## config.mk

```make
export PLATFORM = sky130hd
export DESIGN_NAME = pipeline_ctrl
export DESIGN_NICKNAME = d
export VERILOG_FILES = /design/src/rtl/pipe_ctrl_pkg.sv /design/src/rtl/hazard_unit.sv /design/src/rtl/pipelinereg.sv /design/src/rtl/pipeline_ctrl.sv
export SDC_FILE = /design/constraint.sdc
export NUM_CORES = 1
export LEC_CHECK = 0
export ABC_AREA = 1
export CAP_MARGIN = 0
export CORE_UTILIZATION = 32
export CTS_CLUSTER_DIAMETER = 30
export DETAILED_ROUTE_END_ITERATION = 8
export PLACE_DENSITY_LB_ADDON = 0.15
export REMOVE_ABC_BUFFERS = 1
export SYNTH_ARGS = -nofsm -noshare
export SYNTH_HDL_FRONTEND = slang
export SYNTH_HIERARCHICAL = 1
export SYNTH_SLANG_ARGS = --single-unit
```

## constraint.sdc

```tcl
create_clock -name clk -period 4.4 [get_ports clk]
set_input_delay 0.44 -clock clk [delete_from_list [all_inputs] [get_ports clk]]
set_output_delay 0.44 -clock clk [all_outputs]
set_load 0.02 [all_outputs]
```

## src/rtl/pipe_ctrl_pkg.sv

```systemverilog
// Shared types for the pipeline stall/flush controller: FSM states and the
// per-stage enable/flush bundle with its three canonical settings.
package pipe_ctrl_pkg;

    typedef enum logic [1:0] {
        RUN         = 2'd0,
        ACC_WAIT    = 2'd1,
        ACC_RELEASE = 2'd2
    } pc_state_t;

    typedef struct packed {
        logic pc_en;
        logic ifid_en;
        logic idex_en;
        logic exmem_en;
        logic memwb_en;
        logic ifid_flush;
        logic idex_flush;
    } pc_ctrl_t;

    // Free-running pipeline, squash of the two youngest stages, and front-end freeze with bubble into EX
    localparam pc_ctrl_t CTRL_RUN    = '{1'b1, 1'b1, 1'b1, 1'b1, 1'b1, 1'b0, 1'b0};
    localparam pc_ctrl_t CTRL_SQUASH = '{1'b1, 1'b1, 1'b1, 1'b1, 1'b1, 1'b1, 1'b1};
    localparam pc_ctrl_t CTRL_STALL  = '{1'b0, 1'b0, 1'b1, 1'b1, 1'b1, 1'b0, 1'b1};

endpackage

```

## src/rtl/hazard_unit.sv

```systemverilog
// Load-use hazard detect: a load in EX whose destination feeds the ID instruction.
module hazard_unit #(
    parameter int REGAW = 5
) (
    input  logic             ex_memread,
    input  logic [REGAW-1:0] ex_rd,
    input  logic [REGAW-1:0] id_rs1,
    input  logic [REGAW-1:0] id_rs2,
    input  logic             id_use_rs1,
    input  logic             id_use_rs2,
    output logic             lu
);

    logic rs1_hit_s;
    logic rs2_hit_s;

    assign rs1_hit_s = id_use_rs1 && (id_rs1 == ex_rd);
    assign rs2_hit_s = id_use_rs2 && (id_rs2 == ex_rd);
    assign lu        = ex_memread && (ex_rd != {REGAW{1'b0}}) && (rs1_hit_s || rs2_hit_s);

endmodule

```

## src/rtl/pipelinereg.sv

```systemverilog
// Generic pipeline stage register with enable and bubble-insert (clear) select.
module pipelinereg #(
    parameter int DWIDTH = 64
) (
    input  logic              clk,
    input  logic              reset_n,
    input  logic              en,
    input  logic              flush,
    input  logic [DWIDTH-1:0] d,
    output logic [DWIDTH-1:0] q
);

    logic [DWIDTH-1:0] q_r;

    // Stage register: flush loads zero, enable loads d, otherwise hold
    always_ff @(posedge clk or negedge reset_n) begin
        if (!reset_n) begin
            q_r <= {DWIDTH{1'b0}};
        end else if (flush) begin
            q_r <= {DWIDTH{1'b0}};
        end else if (en) begin
            q_r <= d;
        end else begin
            q_r <= q_r;
        end
    end

    assign q = q_r;

endmodule

```

## src/rtl/pipeline_ctrl.sv

```systemverilog
// Stall/flush controller for the 5-stage core: load-use stalls, branch squash,
// and a start/done handshake that freezes the front end during accelerator ops.
module pipeline_ctrl
    import pipe_ctrl_pkg::*;
#(
    parameter int DWIDTH      = 64,
    parameter int REGAW       = 5,
    parameter int ACC_TIMEOUT = 256
) (
    input  logic              clk,
    input  logic              reset_n,
    input  logic [REGAW-1:0]  id_rs1,
    input  logic [REGAW-1:0]  id_rs2,
    input  logic              id_use_rs1,
    input  logic              id_use_rs2,
    input  logic              id_acc_op,
    input  logic [REGAW-1:0]  ex_rd,
    input  logic              ex_memread,
    input  logic              ex_branch_taken,
    input  logic              acc_done,
    input  logic [DWIDTH-1:0] acc_result,
    output logic              pc_en,
    output logic              ifid_en,
    output logic              idex_en,
    output logic              exmem_en,
    output logic              memwb_en,
    output logic              ifid_flush,
    output logic              idex_flush,
    output logic              acc_start,
    output logic [DWIDTH-1:0] acc_data,
    output logic              acc_err
);

    localparam int              CNTW     = $clog2(ACC_TIMEOUT);
    localparam logic [CNTW-1:0] CNT_LAST = CNTW'(ACC_TIMEOUT - 1);

    pc_state_t         state_r;
    pc_state_t         state_nxt_s;
    logic [CNTW-1:0]   cnt_r;
    logic [CNTW-1:0]   cnt_nxt_s;
    logic              acc_start_r;
    logic              acc_err_r;
    logic              issue_s;
    logic              lu_s;
    logic              accept_s;
    logic              timeout_s;
    logic              latch_en_s;
    logic [DWIDTH-1:0] latch_d_s;
    pc_ctrl_t          ctrl_s;

    hazard_unit #(
        .REGAW (REGAW)
    ) u_hazard (
        .ex_memread (ex_memread),
        .ex_rd      (ex_rd),
        .id_rs1     (id_rs1),
        .id_rs2     (id_rs2),
        .id_use_rs1 (id_use_rs1),
        .id_use_rs2 (id_use_rs2),
        .lu         (lu_s)
    );

    // A done coinciding with the start pulse is stale; done beats timeout in the same cycle
    assign accept_s   = (state_r == ACC_WAIT) && !acc_start_r && acc_done;
    assign timeout_s  = (state_r == ACC_WAIT) && !accept_s && (cnt_r == CNT_LAST);
    assign latch_en_s = accept_s || timeout_s;
    assign latch_d_s  = timeout_s ? {DWIDTH{1'b0}} : acc_result;

    // Next-state, counter and stage-control decode
    always_comb begin
        ctrl_s      = CTRL_RUN;
        state_nxt_s = state_r;
        cnt_nxt_s   = cnt_r;
        issue_s     = 1'b0;
        case (state_r)
            RUN: begin
                if (ex_branch_taken) begin
                    ctrl_s = CTRL_SQUASH;
                end else if (lu_s) begin
                    ctrl_s = CTRL_STALL;
                end else if (id_acc_op) begin
                    ctrl_s      = CTRL_STALL;
                    state_nxt_s = ACC_WAIT;
                    cnt_nxt_s   = {CNTW{1'b0}};
                    issue_s     = 1'b1;
                end else begin
                    ctrl_s = CTRL_RUN;
                end
            end
            ACC_WAIT: begin
                ctrl_s = CTRL_STALL;
                if (latch_en_s) begin
                    state_nxt_s = ACC_RELEASE;
                end else begin
                    cnt_nxt_s = cnt_r + {{(CNTW-1){1'b0}}, 1'b1};
                end
            end
            ACC_RELEASE: begin
                ctrl_s      = CTRL_RUN;
                state_nxt_s = RUN;
            end
            default: begin
                ctrl_s      = CTRL_RUN;
                state_nxt_s = RUN;
            end
        endcase
    end

    // State, wait counter, start pulse and sticky timeout flag
    always_ff @(posedge clk or negedge reset_n) begin
        if (!reset_n) begin
            state_r     <= RUN;
            cnt_r       <= {CNTW{1'b0}};
            acc_start_r <= 1'b0;
            acc_err_r   <= 1'b0;
        end else begin
            state_r     <= state_nxt_s;
            cnt_r       <= cnt_nxt_s;
            acc_start_r <= issue_s;
            acc_err_r   <= acc_err_r || timeout_s;
        end
    end

    pipelinereg #(
        .DWIDTH (DWIDTH)
    ) u_acc_data (
        .clk     (clk),
        .reset_n (reset_n),
        .en      (latch_en_s),
        .flush   (1'b0),
        .d       (latch_d_s),
        .q       (acc_data)
    );

    assign pc_en      = ctrl_s.pc_en;
    assign ifid_en    = ctrl_s.ifid_en;
    assign idex_en    = ctrl_s.idex_en;
    assign exmem_en   = ctrl_s.exmem_en;
    assign memwb_en   = ctrl_s.memwb_en;
    assign ifid_flush = ctrl_s.ifid_flush;
    assign idex_flush = ctrl_s.idex_flush;
    assign acc_start  = acc_start_r;
    assign acc_err    = acc_err_r;

endmodule

```

# Word level (Yosys, flattened, before mapping)
# Cells that the tools add are included.
[word_totals]
reg_bits = 76
latch_bits = 0
ram_bits = 0
mem_bits_ro = 0
out_inout_bits = 73
n_memories = 0
[classes]
addsub = 1
n_mul = 0
div = 0
magnitude_cmp = 0
n_eq_ne = 9
shift = 0
mux = 19
bitwise = 0
n_reduce_logical = 18
[op_table]
columns = ["operator", "count"]
rows = [
  ["64-bit two-way mux", 1],
  ["8-bit two-way mux", 4],
  ["7-bit two-way mux", 3],
  ["8-bit one-hot mux with 2 select lines", 1],
  ["7-bit one-hot mux with 2 select lines", 1],
  ["5-bit == test", 2],
  ["2-bit inequality test, second input constant", 5],
  ["8-bit by 1-bit adder with 8-bit output, second input constant", 1],
  ["8-bit == test, second input constant", 1],
  ["1-bit logical AND", 8],
  ["2-bit two-way mux", 4],
  ["5-bit AND reduction", 1],
  ["5-bit nonzero test", 1],
  ["1-bit two-way mux", 4],
  ["2-bit one-hot mux with 2 select lines", 1],
  ["4-bit AND reduction", 1],
  ["1-bit logical OR", 3],
  ["2-bit by 1-bit == test with 1-bit output, second input constant", 1],
  ["1-bit zero test", 2],
  ["2-bit zero test", 1],
  ["2-bit nonzero test", 1],
]

# Logic depth before layout (Yosys ltp)
# Gate-level depths: netlist of the first run.
[logic_depth]
word_depth = 9
ltp_mapped = 11
depth_no_buf = 11

# By module
# The synthesis of the first run kept the hierarchy.
[by_module_without_submodules]
columns = ["module", "n_inst", "cells_each", "area_each_um2"]
rows = [
  ["pipelinereg", 1, 277, 2529.9],
  ["pipeline_ctrl", 1, 235, 1301.2],
  ["hazard_unit", 1, 55, 216.5],
]

# Worst setup path after synthesis of the first run
# Ideal clock, no wire load.
[synth_timing]
kind = "input to output"
start = "input ex_rd[3]"
end = "output pc_en"
arrival_ns = 1.473
required_time_ns = 3.960
path_slack_ns = 2.487
cell_stages = 10
n_path_buf = 1
path_cell_list = "inv_1 > nand2_1 > nand2_1 > nor2_1 > nand3_1 > a21oi_1 > nor2_1 > o21ai_0 > nand2_1 > buf_4"
[synth_via]
elab_chain_len = 7
word_cells_on_any_way = 11
[synth_rtl]
columns = ["element", "line", "text"]
rows = [
  ["from (decl)", "pipeline_ctrl.sv:17", "input logic [REGAW-1:0] ex_rd,"],
  ["5-bit == test, on equally long branches", "hazard_unit.sv:17, hazard_unit.sv:18", ""],
  ["1-bit logical AND, on equally long branches", "hazard_unit.sv:17, hazard_unit.sv:18", ""],
  ["1-bit logical OR", "hazard_unit.sv:19", "assign lu = ex_memread && (ex_rd != {REGAW{1'b0}}) && (rs1_hit_s || rs2_hit_s);"],
  ["1-bit logical AND *", "hazard_unit.sv:19", ""],
  ["net lu_s", "pipeline_ctrl.sv:44", "logic lu_s;"],
  ["7-bit two-way mux *", "pipeline_ctrl.sv:79", "end else if (lu_s) begin"],
  ["7-bit two-way mux *", "pipeline_ctrl.sv:77", "if (ex_branch_taken) begin"],
  ["7-bit one-hot mux with 2 select lines *", "pipeline_ctrl.sv:75", "case (state_r)"],
  ["to (decl)", "pipeline_ctrl.sv:22", "output logic pc_en,"],
]
# Mark *: on every way through the listed nets, which the timed path passes. The rest lies on a longest branch.

# Worst setup path in the final report of the first run
[layout_timing]
start = "input ex_rd[1]"
end = "output idex_flush"
[layout_via]
elab_chain_len = 7
word_cells_on_any_way = 11
[layout_rtl]
columns = ["element", "line", "text"]
rows = [
  ["5-bit == test, on equally long branches", "hazard_unit.sv:17, hazard_unit.sv:18", ""],
  ["1-bit logical AND, on equally long branches", "hazard_unit.sv:17, hazard_unit.sv:18", ""],
  ["1-bit logical OR", "hazard_unit.sv:19", ""],
  ["1-bit logical AND *", "hazard_unit.sv:19", ""],
  ["net lu_s", "pipeline_ctrl.sv:44", ""],
  ["7-bit two-way mux *", "pipeline_ctrl.sv:79", ""],
  ["7-bit two-way mux *", "pipeline_ctrl.sv:77", ""],
  ["7-bit one-hot mux with 2 select lines *", "pipeline_ctrl.sv:75", ""],
  ["to (decl)", "pipeline_ctrl.sv:28", "output logic idex_flush,"],
]
# Marked as above.

==> reports/metrics.csv, run 1 <==
metric;value;unit
overflow;0;
num_io_pins;160;
arrival;2.39;ns
fp.dieW;114;um
grt_first_pass_wirelength;17.7;mm
skew;0.00873;ns
setup_viol;0;
drtAntennaViolNets;0;
dr.pass1.iters;5;
placed_cell_area;0.00566;mm2
clk_path_buf_depth;2;
tns;0;ns
rows;40;
root_buffer;clkbuf_16;
synth_cell_type_count;24;
start_util;0.333;
cts_hold_buf;0;
rsz0062_at_grt;false;
die_y;114;um
slew_violations;0;
routed_wl;10.7;mm
final_cell_area;0.00594;mm2
grt_pass1_vias;3881;
wl_per_cell;12.1;um
worstMarginPinSlew;0.981;ns
multi_input_area;0.00161;mm2
clkSinkCount;76;
slowest_delay;0.62;ns
n_antenna_cell;0;
drc;0;
path_cells;clkdlybuf4s50_1 -> inv_1 -> nand2_1 -> nand2_1 -> nor2_1 -> nand3_1 -> a21oi_1 -> nor2_1 -> a31oi_1 -> clkdlybuf4s50_1;
antenna_found_initial;0;
die_area;0.0131;mm2
place_congestion;0.769;
ys_warn_count;6;
num_vias;3938;
clock_latency;0.33;ns
viasPerCell;4.45;
path_max_fanout;3;
relSlewSlack;0.346;
syn_to_final_growth;46.8;%
synth_area_per_cell;7.14;um2
maxCapViolations;0;
holdCritPathClass;input port to asynchronous set/reset pin;
cp_num_buf_inv;3;
synth_seq_cells;76;
power_density;466;mW/mm2
fin_crit;2.83;ns
cts_resized;0;
final_cells;884;
crit_family;buffers and inverters;
core;0.0122;mm2
ys_seq_area_frac;0.470;
required;3.96;ns
clk_pin_slew;0.06;ns
post-place-cells;870;
cts_tree;built;
status;finished, final reports clean;
hold_viol;0;
crit_path_end_kind;output pin;
seqCellArea;0.00190;mm2
hpwl;7.11;mm
portBuffers;156;
drive_above_1_share;0.0489;
grt_max_degree;77;
critPathLaunchType;input port;
cts_buffers;9;
grt_usage;0.171;
cts_setup_buffers;0;
syn_inst;567;
p_leak;0.00318;uW
path_class;input port to output pin;
fin_crit_sh;0.644;
ctsHtreeMaxLevel;3;
syn_area;0.00405;mm2
nets;801;
drt-initial-drc-count;161;
crit_path_top_delay_cell;clkdlybuf4s50_1;
ir_worst_vdd;275;uV
n_fill_cell;1207;
fmax;0.353;GHz
-- cell usage after synthesis (all sizes together) --
| master | n | share of area |
|---|---|---|
| buf | 29 | 0.052 |
| nand3 | 80 | 0.099 |
| dfrtp | 76 | 0.47 |
| nor2 | 86 | 0.087 |
| inv | 93 | 0.086 |
| o31ai | 1 | 0.0019 |
| nand4 | 2 | 0.0031 |
| a31oi | 1 | 0.0015 |
| ha | 1 | 0.0031 |
| o21ai | 3 | 0.0037 |
| conb | 2 | 0.0019 |
| nor3 | 1 | 0.0012 |
| o21bai | 2 | 0.0046 |
| nor4 | 1 | 0.0053 |
| a21oi | 4 | 0.0049 |
| xor2 | 1 | 0.0022 |
| nand2 | 184 | 0.17 |
-- placed cells by master (no fill, tap or decap) --
cell,count
nand4_1,2
nand2_2,3
o21ai_0,3
nor2_4,3
nor2_2,6
nand3_1,80
a31oi_1,1
clkdlybuf4s50_1,155
inv_2,2
nor2_1,77
ha_1,1
buf_4,6
clkinvlp_4,1
clkbuf_1,1
nor4_4,1
nor3_1,1
dfrtp_1,76
o21bai_1,1
clkbuf_8,3
a21oi_1,4
o21bai_2,1
nand2_1,181
clkbuf_16,9
conb_1,5
inv_1,91
o31ai_1,1
xor2_1,1
-- flip-flops by register name, summed over array words and instances, names as in the netlist --
signal and count:
u_acc_data/q 64, acc_err 1, cnt_r 8, acc_start 1, state_r 2
-- through the flow --
| step | setup WS, ns | hold slack [ns] | power [uW] | util |
|---|---|---|---|---|
| 4_1_cts | 1.57 | 0.323 | 2800 | 0.488 |
| 3_3_place_gp | 1.64 | 0.452 | 2090 | 0.466 |
| 5_1_grt | 1.40 | 0.368 | 2940 | 0.488 |
| 3_5_place_dp | 1.58 | 0.458 | 2100 | 0.466 |
| 2_1_floorplan | 0.316 | 0.144 | 1520 | - |
| 6_report | 1.57 | 0.266 | 2770 | 0.488 |
-- power breakdown --
group          leakage, uW  total [uW]  switching (uW)  internal, uW
logic              0.00201        1120             643           477
clock network     0.000134         689             267           422
registers          0.00103         961             102           860
total              0.00318        2770            1010          1760
-- cells by family (layout without fill, tap and decap cells) --
| group | count (synthesis) | after routing | synth area share |
|---|---|---|---|
| fa+ha+maj | 1 | 1 | 0.00309 |
| compound gates | 11 | 11 | 0.0167 |
| other cells | 2 | 5 | 0.00186 |
| xor+xnor | 1 | 1 | 0.00216 |
| flops | 76 | 76 | 0.470 |
| buf+inv | 122 | 268 | 0.138 |
| simple gates | 354 | 354 | 0.368 |
-- layer usage --
| metal | part of all wire | track usage | vias up |
|---|---|---|---|
| li1 | - | - | 1975 |
| met1 | 0.43 | 0.204 | 1802 |
| met3 | 0.10 | 0.0582 | 14 |
| met4 | 0.012 | 0.0545 | 0 |
| met5 | 0 | 0 | - |
| met2 | 0.46 | 0.288 | 147 |
-- final timing paths --
check                              start          endpoint  slack (ns)  depth (start not counted)
worst max-delay path            ex_rd[1]        idex_flush        1.57                         10
worst min-delay path             reset_n  u_acc_data/q[26]        0.27                          1
worst max register to register  cnt_r[0]  u_acc_data/q[54]        1.88                          9
worst min register to register   acc_err           acc_err        0.47                          2
max in group asynchronous        reset_n  u_acc_data/q[20]        3.49                          1
min in group clk                 acc_err           acc_err        0.47                          2
-- cell type report --
| type | instances | area share |
|---|---|---|
| multi-input combinational | 372 | 0.270 |
| tap | 168 | 0.0354 |
| clock inverter | 1 | 0.00126 |
| timing repair buffer | 161 | 0.269 |
| clock buffer | 13 | 0.0455 |
| sequential | 76 | 0.320 |
| inverter | 93 | 0.0588 |
No activity file was read; power rests on OpenSTA's default activity.
==> inputs of run 2 (changes only) <==
clock period = 2.7 ns   (was 4.4 ns; I/O delays follow)
==> reports/metrics.csv, run 2 (same netlist as run 1, synthesis figures left out) <==
metric;value;unit;change
status;finished, final reports clean;;
ff2ff_setup_slack;0.63;ns;-1.25 ns
cp_num_buf_inv;3;;unchanged
num_vias;3840;;-2.5%
p_leak;0.00321;uW;+1.1%
drive_above_1_share;0.0556;;+0.00675
dr.pass1.iters;4;;-1
grt_first_pass_wirelength;17.8;mm;+0.35%
crit_path_end_kind;output pin;;
n_antenna_cell;0;;unchanged
die_y;114;um;unchanged
rsz0062_at_grt;false;;
cts_hold_buf;0;;unchanged
portBuffers;156;;unchanged
relSlewSlack;0.345;;-0.00104
seqCellArea;0.00190;mm2;unchanged
r2r-start;cnt_r[0];;
grt_usage;0.171;;+0.000801
num_io_pins;160;;unchanged
worstMarginPinSlew;0.983;ns;+0.00156 ns
n_fill_cell;1223;;+1.3%
crit_start;ex_rd[3];;
grt_pass1_vias;3833;;-1.2%
cts_setup_buffers;0;;unchanged
cts_resized;0;;unchanged
slew_violations;0;;unchanged
ctsHtreeMaxLevel;3;;unchanged
drt-initial-drc-count;142;;-12%
reg2regPathDepth;8;;-1
fin_crit;2.41;ns;
post-place-cells;872;;+0.23%
setup_viol;0;;unchanged
clk_path_buf_depth;2;;unchanged
die_area;0.0131;mm2;unchanged
grt_max_degree;77;;unchanged
syn_to_final_growth;48.5;%;
cp-endpoint;pc_en;;
multi_input_area;0.00161;mm2;+0.23%
core;0.0122;mm2;unchanged
cts_buffers;9;;unchanged
rows;40;;unchanged
fmax;0.416;GHz;
slowest_delay;0.54;ns;-0.08 ns
fin_crit_sh;0.891;;
drtAntennaViolNets;0;;unchanged
wl_per_cell;11.9;um;-1.7%
cts_tree;built;;
tns;0;ns;unchanged
clkSinkCount;76;;unchanged
path_max_fanout;4;;+1
r2r-end;u_acc_data/q[3];;
crit_family;buffers and inverters;;
power_density;777;mW/mm2;+67%
hpwl;7.09;mm;-0.17%
nets;803;;+0.25%
maxCapViolations;0;;unchanged
antenna_found_initial;0;;unchanged
hold_viol;0;;unchanged
final_cells;887;;+0.34%
largest_reg_flops;64;;unchanged
holdCritPathClass;input port to asynchronous set/reset pin;;
ir_worst_vdd;373;uV;+36%
final_core_util;0.494;;+0.00576
drc;0;;unchanged
path_class;input port to output pin;;
layout_commonest_cell;nand2_1;;
crit_path_top_delay_cell;clkdlybuf4s50_1;;
overflow;0;;unchanged
arrival;2.14;ns;-0.25 ns
start_util;0.333;;unchanged
fp.dieW;114;um;unchanged
required;2.43;ns;-1.53 ns
path_cells;clkdlybuf4s50_1 -> inv_1 -> nand2_1 -> nand2_1 -> nor2_1 -> nand3_1 -> a21oi_2 -> nor2_1 -> o21ai_0 -> nand2_1 -> clkdlybuf4s50_1;;
viasPerCell;4.33;;-2.8%
critPathLaunchType;input port;;
skew;0.00743;ns;-0.00130 ns
root_buffer;clkbuf_16;;
crit_top_cell;nand2_1;;
crit_cells;11;;+1
routed_wl;10.5;mm;-1.3%
clk_pin_slew;0.06;ns;about the same
place_congestion;0.803;;+4.4%
final_cell_mix;181 x nand2_1, 154 x clkdlybuf4s50_1, 91 x inv_1;;
clock_latency;0.33;ns;about the same
run 2: worst min-delay path by stage:
stage	end	from	cells past startpoint	slack, ns
CTS	u_acc_data/q[31]	reset_n	1	0.15
detailed placement	u_acc_data/q[27]	u_acc_data/q[27]	2	0.46
floorplan	acc_err	reset_n	0	-0.03
finish	u_acc_data/q[31]	reset_n	1	0.08
global route	u_acc_data/q[31]	reset_n	1	0.20
global placement	u_acc_data/q[48]	u_acc_data/q[48]	2	0.45
run 2: where the power goes:
part	total, uW	switching, uW	leakage [uW]	internal (uW)
logic	1840	1040	0.00203	801
clock network	1260	459	0.000148	805
registers	1560	164	0.00103	1400
run 2: stage by stage:
stage	setup WS (ns)	power [uW]	area (um2)	hold WS [ns]
floorplan	-1.38	2470	3850	-0.0256
global placement	0.279	3430	5690	0.453
detailed placement	0.237	3450	5690	0.457
CTS	0.241	4750	6000	0.150
global route	0.0664	4980	6010	0.200
finish	0.294	4670	6010	0.0763
run 2: per-layer routing:
| metal | track usage | part of all wire | vias to the layer above | routed length [um] |
|---|---|---|---|---|
| met2 | 0.284 | 0.45 | 114 | 4780 |
| met3 | 0.0699 | 0.094 | 12 | 987 |
| met1 | 0.207 | 0.44 | 1736 | 4670 |
| li1 | - | - | 1978 | - |
| met5 | 0 | 0 | - | 0 |
| met4 | 0.0433 | 0.0099 | 0 | 104 |
run 2: cell type report:
class | instances | share of cell area
Sequential cell | 76 | 0.316
Timing Repair Buffer | 163 | 0.271
Multi-Input combinational cell | 372 | 0.268
Inverter | 93 | 0.0581
Clock buffer | 9 | 0.0375
Tap cell | 168 | 0.0350
Clock inverter | 6 | 0.0148
==> RTL edit 1: new RTL, flow settings as in run 1 <==
`DWIDTH` is set to 64 in 2 places; all go to 68.
--- a/src/rtl/pipelinereg.sv
+++ b/src/rtl/pipelinereg.sv
@@ -2,3 +2,3 @@
 module pipelinereg #(
-    parameter int DWIDTH = 64
+    parameter int DWIDTH = 68
 ) (
--- a/src/rtl/pipeline_ctrl.sv
+++ b/src/rtl/pipeline_ctrl.sv
@@ -5,3 +5,3 @@
 #(
-    parameter int DWIDTH      = 64,
+    parameter int DWIDTH      = 68,
     parameter int REGAW       = 5,
Ports: changed (resized acc_data and acc_result); port bits go from 160 to 168. The function was not compared with the original's and may differ.
==> RTL edit 1 against run 1 <==
Hold slack better by 0.020 ns; design area up 4.7%; utilization up 0.22 points; total power up 7.2%; area after synthesis up 3.5%; routed wire length up 2.0%; worst setup slack better by 0.029 ns; sequential cell count up 4.
==> RTL edit 1: results (changes against run 1) <==
[cells_and_area]
nFillCells = 1331  ; was 1,207
antennaDiodeCount = 0  ; unchanged
nNetsFinal = 837  ; was 801
largest_register_ffs = 68  ; was 64
drive_gt1_share_pct = 4.000  ; was 4.888%
stdcell_count = 922  ; was 884

[global_route]
grt_pass1_wl_um = 18180  ; was 17,710 um
grt_max_degree = 81  ; was 77
grt_usage_pct = 17.08  ; was 17.06%
grt_pass1_vias = 3988  ; was 3,881

[drt]
vias_per_cell = 4.380  ; was 4.455
wire_per_inst_um = 11.82  ; was 12.09 um
drtIter0Drc = 198  ; was 161
firstDrtPassIters = 4  ; was 5

[critical_path]
cp_max_fo = 3  ; unchanged
path_delay_family = buffers and inverters  ; unchanged
cpPeakStageDelay_ns = 0.54  ; was 0.62 ns
arrival_ns = 2.37  ; was 2.39 ns
r2r_cells = 9  ; unchanged

[logic_synthesis]
avgSynthCellArea_um2 = 7.029  ; was 7.139 um2
synth_common_cells = 192 x nand2_1, 94 x inv_1, 90 x nor2_1, 84 x nand3_1, 80 x dfrtp_1  ; was 181 x nand2_1, 91 x inv_1, 80 x nand3_1, 78 x nor2_1, 76 x dfrtp_1
seq_area_frac_synth_pct = 47.79  ; was 46.99%
ys_warn_count = 6  ; unchanged
synthFlopType = dfrtp_1  ; unchanged
ys_types = 24  ; unchanged
synth_area_leaders = dfrtp_1 48%, nand2_1 17%, nand3_1 10%, inv_1 8.4%, nor2_1 8.1%  ; was dfrtp_1 47%, nand2_1 17%, nand3_1 9.9%, inv_1 8.4%, nor2_1 7.2%

[clocking]
cts_setup_buffers = 0  ; unchanged
clock_latency_ns = 0.34
cts_buffers = 9  ; unchanged
clockBufferDepth = 2  ; unchanged
htree_levels = 3  ; unchanged

[min_path]
worstHoldPathType = in -> async  ; unchanged

[pwr]
power.leakage_nw = 3.332  ; was 3.176 nW
internal_power_mw = 1.909  ; was 1.759 mW
ir_worst_vdd_v = 0.0002021  ; was 0.0002754 V

[timing]
fin_skew_ns = 0.005066  ; was 0.008728 ns
worst_pin_slew_ns = 1.015  ; was 0.9815 ns

[placement]
dpl.hpwl_um = 7369  ; was 7107 um
dp.cells = 906  ; was 870
io_buffers = 164  ; was 156
place_congestion = 0.7822  ; was 0.7692

[status]
outcome = complete, no violations  ; unchanged

RTL edit 1: cell count changes after synthesis, moves of 2 or more:
cell,before,now
dfrtp_1,76,80
nand2_1,181,192
nor2_1,78,90
nand3_1,80,84
nor2_2,6,1
buf_6,6,2
inv_1,91,94
nand2_2,3,1
clkbuf_1,0,7
RTL edit 1: worst paths after layout:
check                                             start                            to  slack (ns)
setup / recovery                               ex_rd[1]                         pc_en        1.59
hold / removal                                  reset_n  u_acc_data/q[21]$_DFFE_PN0P_        0.29
setup reg to reg                   cnt_r[0]$_DFFE_PN0P_   u_acc_data/q[7]$_DFFE_PN0P_        1.77
hold reg to reg            u_acc_data/q[67]$_DFFE_PN0P_  u_acc_data/q[67]$_DFFE_PN0P_        0.47
max in group asynchronous                       reset_n  u_acc_data/q[20]$_DFFE_PN0P_        3.48
min in group clk           u_acc_data/q[67]$_DFFE_PN0P_  u_acc_data/q[67]$_DFFE_PN0P_        0.47
RTL edit 1: routing by layer:
metal	GRT usage [%]	routed length [um]	up-vias
met1	20.47	4825	1854
met3	6.072	873	11
met5	0	0	-
li1	-	-	2063
met4	5.897	130	0
met2	28.36	5069	110
RTL edit 1: kinds of logic (layout without fill, tap and decap cells):
logic type                 after synthesis  after routing  share of synthesized area [%]
buffers and inverters                  129            280                          13.29
and+or+nand+nor                        373            373                          36.80
other                                    2              5                         0.1793
DFF                                     80             80                          47.79
adders and majority gates                1              1                         0.2986
AOI/OAI and AO/OA                       11             11                          1.643
RTL edit 1: final cells by class:
type	instances	share of cell area (%)
Tap cell	172	3.461
Sequential cell	80	32.20
Multi-Input combinational cell	390	26.52
Inverter	96	5.796
Clock inverter	6	1.328
Timing Repair Buffer	168	26.85
Clock buffer	10	3.844
RTL edit 1: through the flow:
step | cell area, um2 | setup WS, ns
final | 6217 | 1.595
after global routing | 6217 | 1.388
after CTS | 6217 | 1.581
after detailed placement | 5896 | 1.586
after global placement | 5896 | 1.631
after floorplan | 4004 | 0.1481
RTL edit 1: power groups by stage:
stage	sequential, mW	clock (mW)	combinational [mW]
floorplan	1.20	0	0.388
CTS	1.02	0.821	1.17
finish	1.01	0.798	1.16
global route	1.04	0.851	1.27
global placement	1.02	0	1.15
detailed placement	1.02	0	1.17
==> RTL edit 2: new RTL, config.mk and constraints of run 1 <==
Without the edit above. Register the output `idex_flush`, cleared by the reset; this adds one clock of latency there. The other outputs are not delayed to match.
--- a/src/rtl/pipeline_ctrl.sv
+++ b/src/rtl/pipeline_ctrl.sv
@@ -35,2 +35,4 @@
     localparam logic [CNTW-1:0] CNT_LAST = CNTW'(ACC_TIMEOUT - 1);
+
+    logic idex_flush_d;
 
@@ -140,3 +142,3 @@
     assign ifid_flush = ctrl_s.ifid_flush;
-    assign idex_flush = ctrl_s.idex_flush;
+    assign idex_flush_d = ctrl_s.idex_flush;
     assign acc_start  = acc_start_r;
@@ -144,2 +146,10 @@
 
+    always_ff @(posedge clk or negedge reset_n) begin
+        if (!reset_n) begin
+            idex_flush <= '0;
+        end else begin
+            idex_flush <= idex_flush_d;
+        end
+    end
+
 endmodule
Function: changed (Yosys sat finds a counterexample within 4 cycles, from zero or initial values and one cycle with reset_n low).
==> RTL edit 2 against run 1 <==
Synthesized cell count shrank 0.53%; design area down 0.42%; register-to-register slack barely moved; routed wire length grew 1.4%; sequential cell count rose by 1; sequential share of layout area is 0.56 points higher; area after synthesis is 0.71% lower; hold slack lost 0.013 ns; worst setup slack better by 0.027 ns; largest cell class unchanged.
Power is not compared: it rests on default switching activity, and its combinational part moved more than twofold at a synthesized area within 25%.
==> RTL edit 2: results (changes against run 1) <==
[status]
outcome = complete, no violations  ; unchanged

[logic_synthesis]
ys_types = 25  ; was 24
synthAdderAreaFrac_pct = 0.3113  ; was 0.3091%
synth_compound_area_share_pct = 1.868  ; was 1.669%
syn_inst = 564  ; was 567
async_flop_share_pct = 100.0  ; unchanged
synthXorXnorAreaFrac_pct = 0.6538  ; was 0.2164%
seq_area_frac_synth_pct = 47.95  ; was 46.99%
ys_warn_count = 6  ; unchanged
synth_common_cells = 183 x nand2_1, 87 x inv_1, 85 x nor2_1, 77 x dfrtp_1, 70 x nand3_1  ; was 181 x nand2_1, 91 x inv_1, 80 x nand3_1, 78 x nor2_1, 76 x dfrtp_1
synth_area_leaders = dfrtp_1 48%, nand2_1 17%, nand3_1 8.7%, inv_1 8.1%, nor2_1 7.9%  ; was dfrtp_1 47%, nand2_1 17%, nand3_1 9.9%, inv_1 8.4%, nor2_1 7.2%

[timing]
worst_pin_slew_ns = 0.9831  ; was 0.9815 ns
holdWs_ns = 0.2533  ; was 0.2663 ns
fin_crit_sh_pct = 63.79  ; was 64.41%
fin_skew_ns = 0.005214  ; was 0.008728 ns

[drt]
vias_per_cell = 4.440  ; was 4.455
firstDrtPassIters = 4  ; was 5
drt_wl_total_um = 10830  ; was 10,680 um
drtIter0Drc = 300  ; was 161

[global_route]
grt_pass1_vias = 3642  ; was 3,881
grt_pass1_wl_um = 17660  ; was 17,710 um
grt_usage_pct = 17.35  ; was 17.06%
grt_max_degree = 78  ; was 77

[pwr]
pg_seq_mw = 0.801
power.leakage_nw = 3.113
power_switching_share_pct = 29.08
ir_worst_vdd_v = 0.0001906
p_total_mw = 1.984

[cells_and_area]
stdcell_count = 880  ; was 884
drive_gt1_share_pct = 3.933  ; was 4.888%
antennaDiodeCount = 0  ; unchanged
nNetsFinal = 795  ; was 801

[critical_path]
path_delay_family = buffers and inverters  ; unchanged
arrival_ns = 2.37  ; was 2.39 ns
cp_max_fo = 3  ; unchanged
critPathCapture = ifid_en  ; was idex_flush
cpPeakStageDelay_ns = 0.54  ; was 0.62 ns
rr_endpoint = u_acc_data/q[41]$_DFFE_PN0P_  ; was u_acc_data/q[54]$_DFFE_PN0P_
crit_start = ex_rd[1]  ; unchanged

[placement]
dpl.hpwl_um = 7185  ; was 7107 um
dp.cells = 864  ; was 870
place_area_um2 = 5623  ; was 5663 um2
place_congestion = 0.8150  ; was 0.7692
post-place-ws_ns = 1.587  ; was 1.579 ns

[min_path]
worstHoldPathType = in -> async  ; unchanged

[clocking]
htree_levels = 3  ; unchanged
clockBufferDepth = 2  ; unchanged

-- RTL edit 2: changes by cell type after synthesis, moves of 3 or more --
| cell | before | now |
|---|---|---|
| nand3_1 | 80 | 70 |
| nor2_1 | 78 | 85 |
| o21ai_0 | 3 | 9 |
| nor2_2 | 6 | 1 |
| inv_1 | 91 | 87 |
| a21oi_1 | 4 | 1 |
-- RTL edit 2: final cells by class --
cell class / instances / area [um2]
Clock buffer: 10 / 229.0
Clock inverter: 6 / 63.81
Fill cell: 1245 / 6196
Inverter: 90 / 337.8
Multi-Input combinational cell: 370 / 1567
Sequential cell: 77 / 1927
Tap cell: 168 / 210.2
Timing Repair Buffer: 159 / 1582
-- RTL edit 2: metal layers --
| layer | global-route usage, % | wire length, um | vias to the layer above |
|---|---|---|---|
| met3 | 4.923 | 745 | 15 |
| li1 | - | - | 1962 |
| met4 | 5.195 | 123 | 0 |
| met1 | 22.15 | 4917 | 1792 |
| met2 | 28.57 | 5047 | 138 |
| met5 | 0 | 0 | - |
